**src/rtl/io_map_pkg.sv**
```systemverilog
// Shared memory map for the board I/O responders: bus width, register
// addresses, control/status bit positions and the status-word packer.
package io_map_pkg;

    localparam int IO_DBITS = 32;

    localparam logic [31:0] IO_ADDR_HEX   = 32'hF000_0000;
    localparam logic [31:0] IO_ADDR_LEDR  = 32'hF000_0004;
    localparam logic [31:0] IO_ADDR_KEY   = 32'hF000_0010;
    localparam logic [31:0] IO_ADDR_SW    = 32'hF000_0014;
    localparam logic [31:0] IO_ADDR_KCTRL = 32'hF000_0110;
    localparam logic [31:0] IO_ADDR_SCTRL = 32'hF000_0114;

    localparam int CTRL_READY_BIT = 0;
    localparam int CTRL_OVR_BIT   = 2;
    localparam int CTRL_IE_BIT    = 8;

    typedef enum logic [2:0] {
        SEL_NONE  = 3'd0,
        SEL_KEY   = 3'd1,
        SEL_SW    = 3'd2,
        SEL_KCTRL = 3'd3,
        SEL_SCTRL = 3'd4
    } reg_sel_t;

    typedef struct packed {
        logic ovr;
        logic ready;
    } dev_stat_t;

    function automatic logic [IO_DBITS-1:0] ctrl_word(input dev_stat_t st, input logic ie);
        logic [IO_DBITS-1:0] w;
        w                 = {IO_DBITS{1'b0}};
        w[CTRL_READY_BIT] = st.ready;
        w[CTRL_OVR_BIT]   = st.ovr;
        w[CTRL_IE_BIT]    = ie;
        return w;
    endfunction

endpackage

```
**src/rtl/key_sw_io_responder_sync_debounce.sv**
```systemverilog
// Two-flop input synchroniser with an optional stability filter: with CYCLES > 0
// the output only follows the synced value once it has held for CYCLES cycles.
module sync_debounce #(
    parameter int               WIDTH     = 1,
    parameter int               CYCLES    = 0,
    parameter logic [WIDTH-1:0] RESET_VAL = {WIDTH{1'b0}}
) (
    input  logic             clk,
    input  logic             rst_n,
    input  logic [WIDTH-1:0] d_i,
    output logic [WIDTH-1:0] q_o
);

    logic [WIDTH-1:0] sync1_q;
    logic [WIDTH-1:0] sync2_q;

    // Metastability guard on the raw pins.
    always_ff @(posedge clk or negedge rst_n) begin
        if (!rst_n) begin
            sync1_q <= RESET_VAL;
            sync2_q <= RESET_VAL;
        end else begin
            sync1_q <= d_i;
            sync2_q <= sync1_q;
        end
    end

    generate
        if (CYCLES == 0) begin : g_sync_only
            assign q_o = sync2_q;
        end else begin : g_debounce
            localparam int            CW      = $clog2(CYCLES + 1);
            localparam logic [CW-1:0] CNT_MAX = CW'(CYCLES);
            localparam logic [CW:0]   RUN_TGT = (CW + 1)'(CYCLES);
            localparam logic [CW:0]   RUN_ONE = (CW + 1)'(1);

            logic [WIDTH-1:0] cand_q;
            logic [WIDTH-1:0] stable_q;
            logic [CW-1:0]    cnt_q;
            logic [CW-1:0]    cnt_d;
            logic [CW:0]      run_s;
            logic             accept_s;

            // run_s counts the current cycle, so acceptance lands on the Nth stable cycle.
            always_comb begin
                if (sync2_q == cand_q) begin
                    run_s = {1'b0, cnt_q} + RUN_ONE;
                end else begin
                    run_s = RUN_ONE;
                end
                accept_s = (run_s >= RUN_TGT);
                if (accept_s) begin
                    cnt_d = CNT_MAX;
                    q_o   = sync2_q;
                end else begin
                    cnt_d = run_s[CW-1:0];
                    q_o   = stable_q;
                end
            end

            // Candidate, saturating run counter and last accepted value.
            always_ff @(posedge clk or negedge rst_n) begin
                if (!rst_n) begin
                    cand_q   <= RESET_VAL;
                    stable_q <= RESET_VAL;
                    cnt_q    <= {CW{1'b0}};
                end else begin
                    cand_q   <= sync2_q;
                    stable_q <= q_o;
                    cnt_q    <= cnt_d;
                end
            end
        end
    endgenerate

endmodule

```
**src/rtl/key_sw_io_responder.sv**
```systemverilog
// KEY/SW memory-mapped responder: conditioned inputs latched into data registers
// with sticky Ready/Overrun status. KEY_SW_IO_IRQ_EN adds IE bits and a registered irq.
module key_sw_io_responder
    import io_map_pkg::*;
#(
    parameter int               DBITS           = IO_DBITS,
    parameter logic [DBITS-1:0] ADDR_KEY        = IO_ADDR_KEY,
    parameter logic [DBITS-1:0] ADDR_SW         = IO_ADDR_SW,
    parameter logic [DBITS-1:0] ADDR_KCTRL      = IO_ADDR_KCTRL,
    parameter logic [DBITS-1:0] ADDR_SCTRL      = IO_ADDR_SCTRL,
    parameter int               DEBOUNCE_CYCLES = 10000
) (
    input  logic             clk,
    input  logic             reset_n,
    input  logic [DBITS-1:0] addr,
    input  logic             rd_en,
    input  logic             wr_en,
    input  logic [DBITS-1:0] wr_data,
    output logic [DBITS-1:0] rd_data,
    output logic             hit,
    input  logic [3:0]       key_in,
    input  logic [9:0]       sw_in,
    output logic             irq
);

    logic [3:0] k_cond_s;
    logic [9:0] s_cond_s;
    reg_sel_t   sel_s;
    logic [3:0] kdata_q, kdata_d;
    logic [9:0] sdata_q, sdata_d;
    dev_stat_t  kstat_q, kstat_d;
    dev_stat_t  sstat_q, sstat_d;
    logic       k_chg_s, s_chg_s;
    logic       k_rd_s, s_rd_s;
    logic       kctrl_wr_s, sctrl_wr_s;
    logic       kie_s, sie_s;
    logic       unused_wr_s;

    assign unused_wr_s = ^wr_data;

    sync_debounce #(
        .WIDTH    (4),
        .CYCLES   (0),
        .RESET_VAL(4'hF)
    ) u_key_cond (
        .clk  (clk),
        .rst_n(reset_n),
        .d_i  (key_in),
        .q_o  (k_cond_s)
    );

    sync_debounce #(
        .WIDTH    (10),
        .CYCLES   (DEBOUNCE_CYCLES),
        .RESET_VAL(10'd0)
    ) u_sw_cond (
        .clk  (clk),
        .rst_n(reset_n),
        .d_i  (sw_in),
        .q_o  (s_cond_s)
    );

    // A data read consumes the old value, so a simultaneous change is not an overrun.
    function automatic dev_stat_t next_stat(input dev_stat_t cur, input logic chg,
                                            input logic rd_clr, input logic ovr_clr);
        dev_stat_t nxt;
        nxt.ready = chg | (cur.ready & ~rd_clr);
        nxt.ovr   = (chg & cur.ready & ~rd_clr) | (cur.ovr & ~ovr_clr);
        return nxt;
    endfunction

    // Address decode.
    always_comb begin
        if (addr == ADDR_KEY) begin
            sel_s = SEL_KEY;
        end else if (addr == ADDR_SW) begin
            sel_s = SEL_SW;
        end else if (addr == ADDR_KCTRL) begin
            sel_s = SEL_KCTRL;
        end else if (addr == ADDR_SCTRL) begin
            sel_s = SEL_SCTRL;
        end else begin
            sel_s = SEL_NONE;
        end
    end

    // Read data mux back to the MEM stage.
    always_comb begin
        hit     = 1'b1;
        rd_data = {DBITS{1'b0}};
        case (sel_s)
            SEL_KEY:   rd_data = DBITS'(kdata_q);
            SEL_SW:    rd_data = DBITS'(sdata_q);
            SEL_KCTRL: rd_data = DBITS'(ctrl_word(kstat_q, kie_s));
            SEL_SCTRL: rd_data = DBITS'(ctrl_word(sstat_q, sie_s));
            default:   hit = 1'b0;
        endcase
    end

    // Change capture and status next-state.
    always_comb begin
        k_rd_s     = rd_en && (sel_s == SEL_KEY);
        s_rd_s     = rd_en && (sel_s == SEL_SW);
        kctrl_wr_s = wr_en && (sel_s == SEL_KCTRL);
        sctrl_wr_s = wr_en && (sel_s == SEL_SCTRL);
        k_chg_s    = (k_cond_s != kdata_q);
        s_chg_s    = (s_cond_s != sdata_q);
        if (k_chg_s) begin
            kdata_d = k_cond_s;
        end else begin
            kdata_d = kdata_q;
        end
        if (s_chg_s) begin
            sdata_d = s_cond_s;
        end else begin
            sdata_d = sdata_q;
        end
        kstat_d = next_stat(kstat_q, k_chg_s, k_rd_s, kctrl_wr_s && !wr_data[CTRL_OVR_BIT]);
        sstat_d = next_stat(sstat_q, s_chg_s, s_rd_s, sctrl_wr_s && !wr_data[CTRL_OVR_BIT]);
    end

    // Data and status registers.
    always_ff @(posedge clk or negedge reset_n) begin
        if (!reset_n) begin
            kdata_q <= 4'hF;
            sdata_q <= 10'd0;
            kstat_q <= '{ovr: 1'b0, ready: 1'b0};
            sstat_q <= '{ovr: 1'b0, ready: 1'b0};
        end else begin
            kdata_q <= kdata_d;
            sdata_q <= sdata_d;
            kstat_q <= kstat_d;
            sstat_q <= sstat_d;
        end
    end

`ifdef KEY_SW_IO_IRQ_EN
    logic kie_q, sie_q, irq_q;

    // Interrupt enables and the irq flop, which lags the Ready bits by one cycle.
    always_ff @(posedge clk or negedge reset_n) begin
        if (!reset_n) begin
            kie_q <= 1'b0;
            sie_q <= 1'b0;
            irq_q <= 1'b0;
        end else begin
            if (kctrl_wr_s) begin
                kie_q <= wr_data[CTRL_IE_BIT];
            end else begin
                kie_q <= kie_q;
            end
            if (sctrl_wr_s) begin
                sie_q <= wr_data[CTRL_IE_BIT];
            end else begin
                sie_q <= sie_q;
            end
            irq_q <= (kie_q & kstat_q.ready) | (sie_q & sstat_q.ready);
        end
    end

    assign kie_s = kie_q;
    assign sie_s = sie_q;
    assign irq   = irq_q;
`else
    assign kie_s = 1'b0;
    assign sie_s = 1'b0;
    assign irq   = 1'b0;
`endif

endmodule

```
**config.mk**
```make
export PLATFORM = sky130hd
export DESIGN_NAME = key_sw_io_responder
export DESIGN_NICKNAME = d
export VERILOG_FILES = /design/src/rtl/io_map_pkg.sv /design/src/rtl/key_sw_io_responder_sync_debounce.sv /design/src/rtl/key_sw_io_responder.sv
export SDC_FILE = /design/constraint.sdc
export NUM_CORES = 1
export LEC_CHECK = 0
export ABC_AREA = 1
export BUFFER_PORTS_ARGS = -buffer_cell sky130_fd_sc_hd__buf_4
export CORE_ASPECT_RATIO = 1.2
export CORE_UTILIZATION = 50
export CTS_CLUSTER_DIAMETER = 200
export DETAILED_ROUTE_END_ITERATION = 8
export PLACE_DENSITY = 0.77
export RECOVER_POWER = 25
export REMOVE_ABC_BUFFERS = 1
export SYNTH_ARGS = -nofsm -noshare
export SYNTH_HDL_FRONTEND = slang
export SYNTH_HIERARCHICAL = 1
export SYNTH_SLANG_ARGS = --single-unit
```
**constraint.sdc**
```tcl
create_clock -name clk -period 5.75 [get_ports clk]
set_input_delay 1.15 -clock clk [delete_from_list [all_inputs] [get_ports clk]]
set_output_delay 1.15 -clock clk [all_outputs]
set_load 0.05 [all_outputs]
```
==> impl_metrics.yaml <==
grt:
  antenna_found_initial: 0
  grt_pass1_wl_um: 12800
  grt_max_degree: 81
  grt_use_total_pct: 18.9
  overflow: 0
  grt_pass1_vias: 3098
pwr:
  powerDensity_mw_per_mm2: 227
  ir_drop_v: 0.000151
  p_leak_nw: 2.62
route:
  dr_wl_met2_um: 4080
  drcViolationCount: 0
  top_layer_used: "met4"
  wl_per_cell_um: 11.3
  wl_met3_um: 434
  drtPass1Iterations: 4
  ant_nets: 0
  vias: 3286
  viasPerCell: 4.74
  wl_um: 7810
  dr.first_iter.drc_count: 214
  wl_met1_um: 3150
cts:
  ctsHoldBuffers: 0
  clock-root-buffer: "clkbuf_8"
  clk_pin_slew_ns: 0.08
  cts_resized: 0
  clock_latency_ns: 0.36
  postCtsSetupBuffers: 0
  cts.sinks: 80
  h-tree-depth: 3
  clockBufferDepth: 2
  cts_buffers: 9
  cts_tree: "yes"
place:
  post-dp-hpwl_um: 5870
  dp.cells: 677
  io_buffers: 61
  place_ws_ns: 2.20
  gp_congestion: 0.900
  placed_area_mm2: 0.00469
setup_path:
  critPathMaxStageDelay_ns: 0.21
  critPathArrivalTime_ns: 2.39
  required_ns: 4.60
  endpoint_kind: "output port"
  cp_max_fo: 9
  cp_slowest_cell: "nor2_4"
  critPathKind: "input port to output port"
  path_cells: "buf_4 -> inv_1 -> nand2_1 -> nor2_1 -> nand2_1 -> nor2_4 -> nand4_4 -> clkinv_2 -> nand2_1 -> nand3_2 -> buf_4"
  worstSetupStartpointType: "input port"
  cpMostUsedCell: "nand2_1"
synth:
  dominantRegCellSynth: "dfrtp_1"
  synth.distinct_cells: 34
  synth_area_leaders: "dfrtp_1, nand2_1, dfstp_2"
  async_flop_share_pct: 100
  synth-edff-count: 0
  yosys.area.top_type_share_pct: 39.8
  yosysMostFrequentCell: "nand2_1"
  synth.cell_area_mm2: 0.00428
  synth.largest_area_cell: "dfrtp_1"
  avgSynthCellArea_um2: 8.19
  synth_common_cells: "nand2_1, inv_1, dfrtp_1"
  syn_inst: 522
  yosysSeqAreaShare_pct: 47.2
  ys_warn_count: 6
  ys_ff_latch: 80
finish:
  nNetsFinal: 657
  fin_area_mm2: 0.00490
  layout.cells.non_filler: 693
  layout-drive-gt1-share_pct: 25.9
  fin_util_pct: 59.8
  syn_to_final_growth_pct: 14.6
  antenna_cells: 0
die:
  dieArea_mm2: 0.00893
  start_util_pct: 52.2
  core_mm2: 0.00820
  dieHeight_um: 103
  die_w_um: 86.4
  rows: 36
  ioPinCount: 116
sta:
  finalCriticalPeriod_ns: 3.54
  worst_slew_pin_slew_ns: 0.959
  slew_headroom_pct: 36.1
  fin_crit_sh_pct: 61.5
  grt_setup_unrepaired: "no"
  finalSetupTns_ns: 0
  finalHoldViolations: 0
  maxSlewViolCount: 0
  clock_skew_ns: 0.0156
  layout_setup_ws_ns: 2.21
  fmax_mhz: 283
  setup_viol: 0
worst_hold_path:
  hp-class: "flop to flop"
outcome:
  status: "finished, final reports clean"
flow_run:
  cap_viol_max_count: 0
routing by layer:
metal / track usage [%] / up-vias
met5: 0 / -
met4: 7.56 / 0
met3: 5.24 / 13
met2: 35.4 / 92
met1: 20.0 / 1539
li1: - / 1642
cells in the final DEF, fill, tap and decap left out, types with 4 or more instances in the layout:
master    netlist  routed
nor2_1         67      67
conb_1          1      23
or2_2           5       5
dfstp_1         0       4
dfstp_2        12       8
nor3_1          5       5
o21ai_1         4       4
nand2_1       116     116
clkbuf_8        0      10
xnor2_1         4       4
nand3_2        11      11
nand3_1        22      22
xor2_1         13      13
clkbuf_4        0      14
nor2_4          6       6
dfrtp_1        68      68
nor2_2         11      11
nand2_2        14      14
inv_2           7       7
inv_1          73      73
buf_4          26      47
nand4_1        23      23
critical path, delay by kind of cell:
kind / cells / cell delay [ns]
buffers and inverters: 4 / 0.44
AND/OR/NAND/NOR: 7 / 0.80
state kept, by name, indices dropped and copies added, names as in the netlist:
signal	count
u_key_cond/q_o	4
u_sw_cond/sync2_q	10
kstat_q	2
sstat_q	2
u_sw_cond/g_debounce.cand_q	10
u_sw_cond/sync1_q	10
u_sw_cond/g_debounce.cnt_q	14
sdata_q	10
u_sw_cond/g_debounce.stable_q	10
kdata_q	4
u_key_cond/sync1_q	4
power by group:
part           leakage [nW]  switching, mW  internal (mW)  total (mW)
Sequential            0.984        0.00874          0.580       0.589
Combinational          1.52         0.0631         0.0305      0.0936
Clock                 0.109          0.212          0.218       0.430
through the flow:
step	hold slack (ns)	power, mW
global route	0.362	1.16
detailed placement	0.336	0.695
finish	0.353	1.11
floorplan	0.331	0.652
CTS	0.356	1.13
global placement	0.331	0.692
final timing paths:
| check | from | to | slack, ns | depth (start not counted) |
|---|---|---|---|---|
| min reg2reg | u_sw_cond/sync1_q[6] | u_sw_cond/sync2_q[6] | 0.35 | 0 |
| max | addr[18] | rd_data[2] | 2.21 | 11 |
| max in group asynchronous | reset_n | u_sw_cond/g_debounce.cnt_q[3] | 4.19 | 1 |
| min in group asynchronous | reset_n | u_sw_cond/g_debounce.cand_q[5] | 0.92 | 1 |
| min | u_sw_cond/sync1_q[6] | u_sw_cond/sync2_q[6] | 0.35 | 0 |
| max reg2reg | u_sw_cond/sync2_q[4] | sstat_q[1] | 2.51 | 20 |
logic make-up after synthesis:
| kind of cell | share of synthesized area (%) |
|---|---|
| simple gates | 33.8 |
| buf+inv | 13.7 |
| flops | 47.2 |
| xor+xnor | 3.48 |
| compound gates | 1.52 |
| fa+ha+maj | 0.293 |
| other cells | 0.0877 |
cell type report:
type	instances	area [µm²]
fill	728	3300
sequential	80	2020
multi-input combinational	339	1760
timing repair buffer	61	458
inverter	83	314
tap	114	143
clock buffer	10	138
clock inverter	6	72.6
No activity file was read; power rests on OpenSTA's default activity.
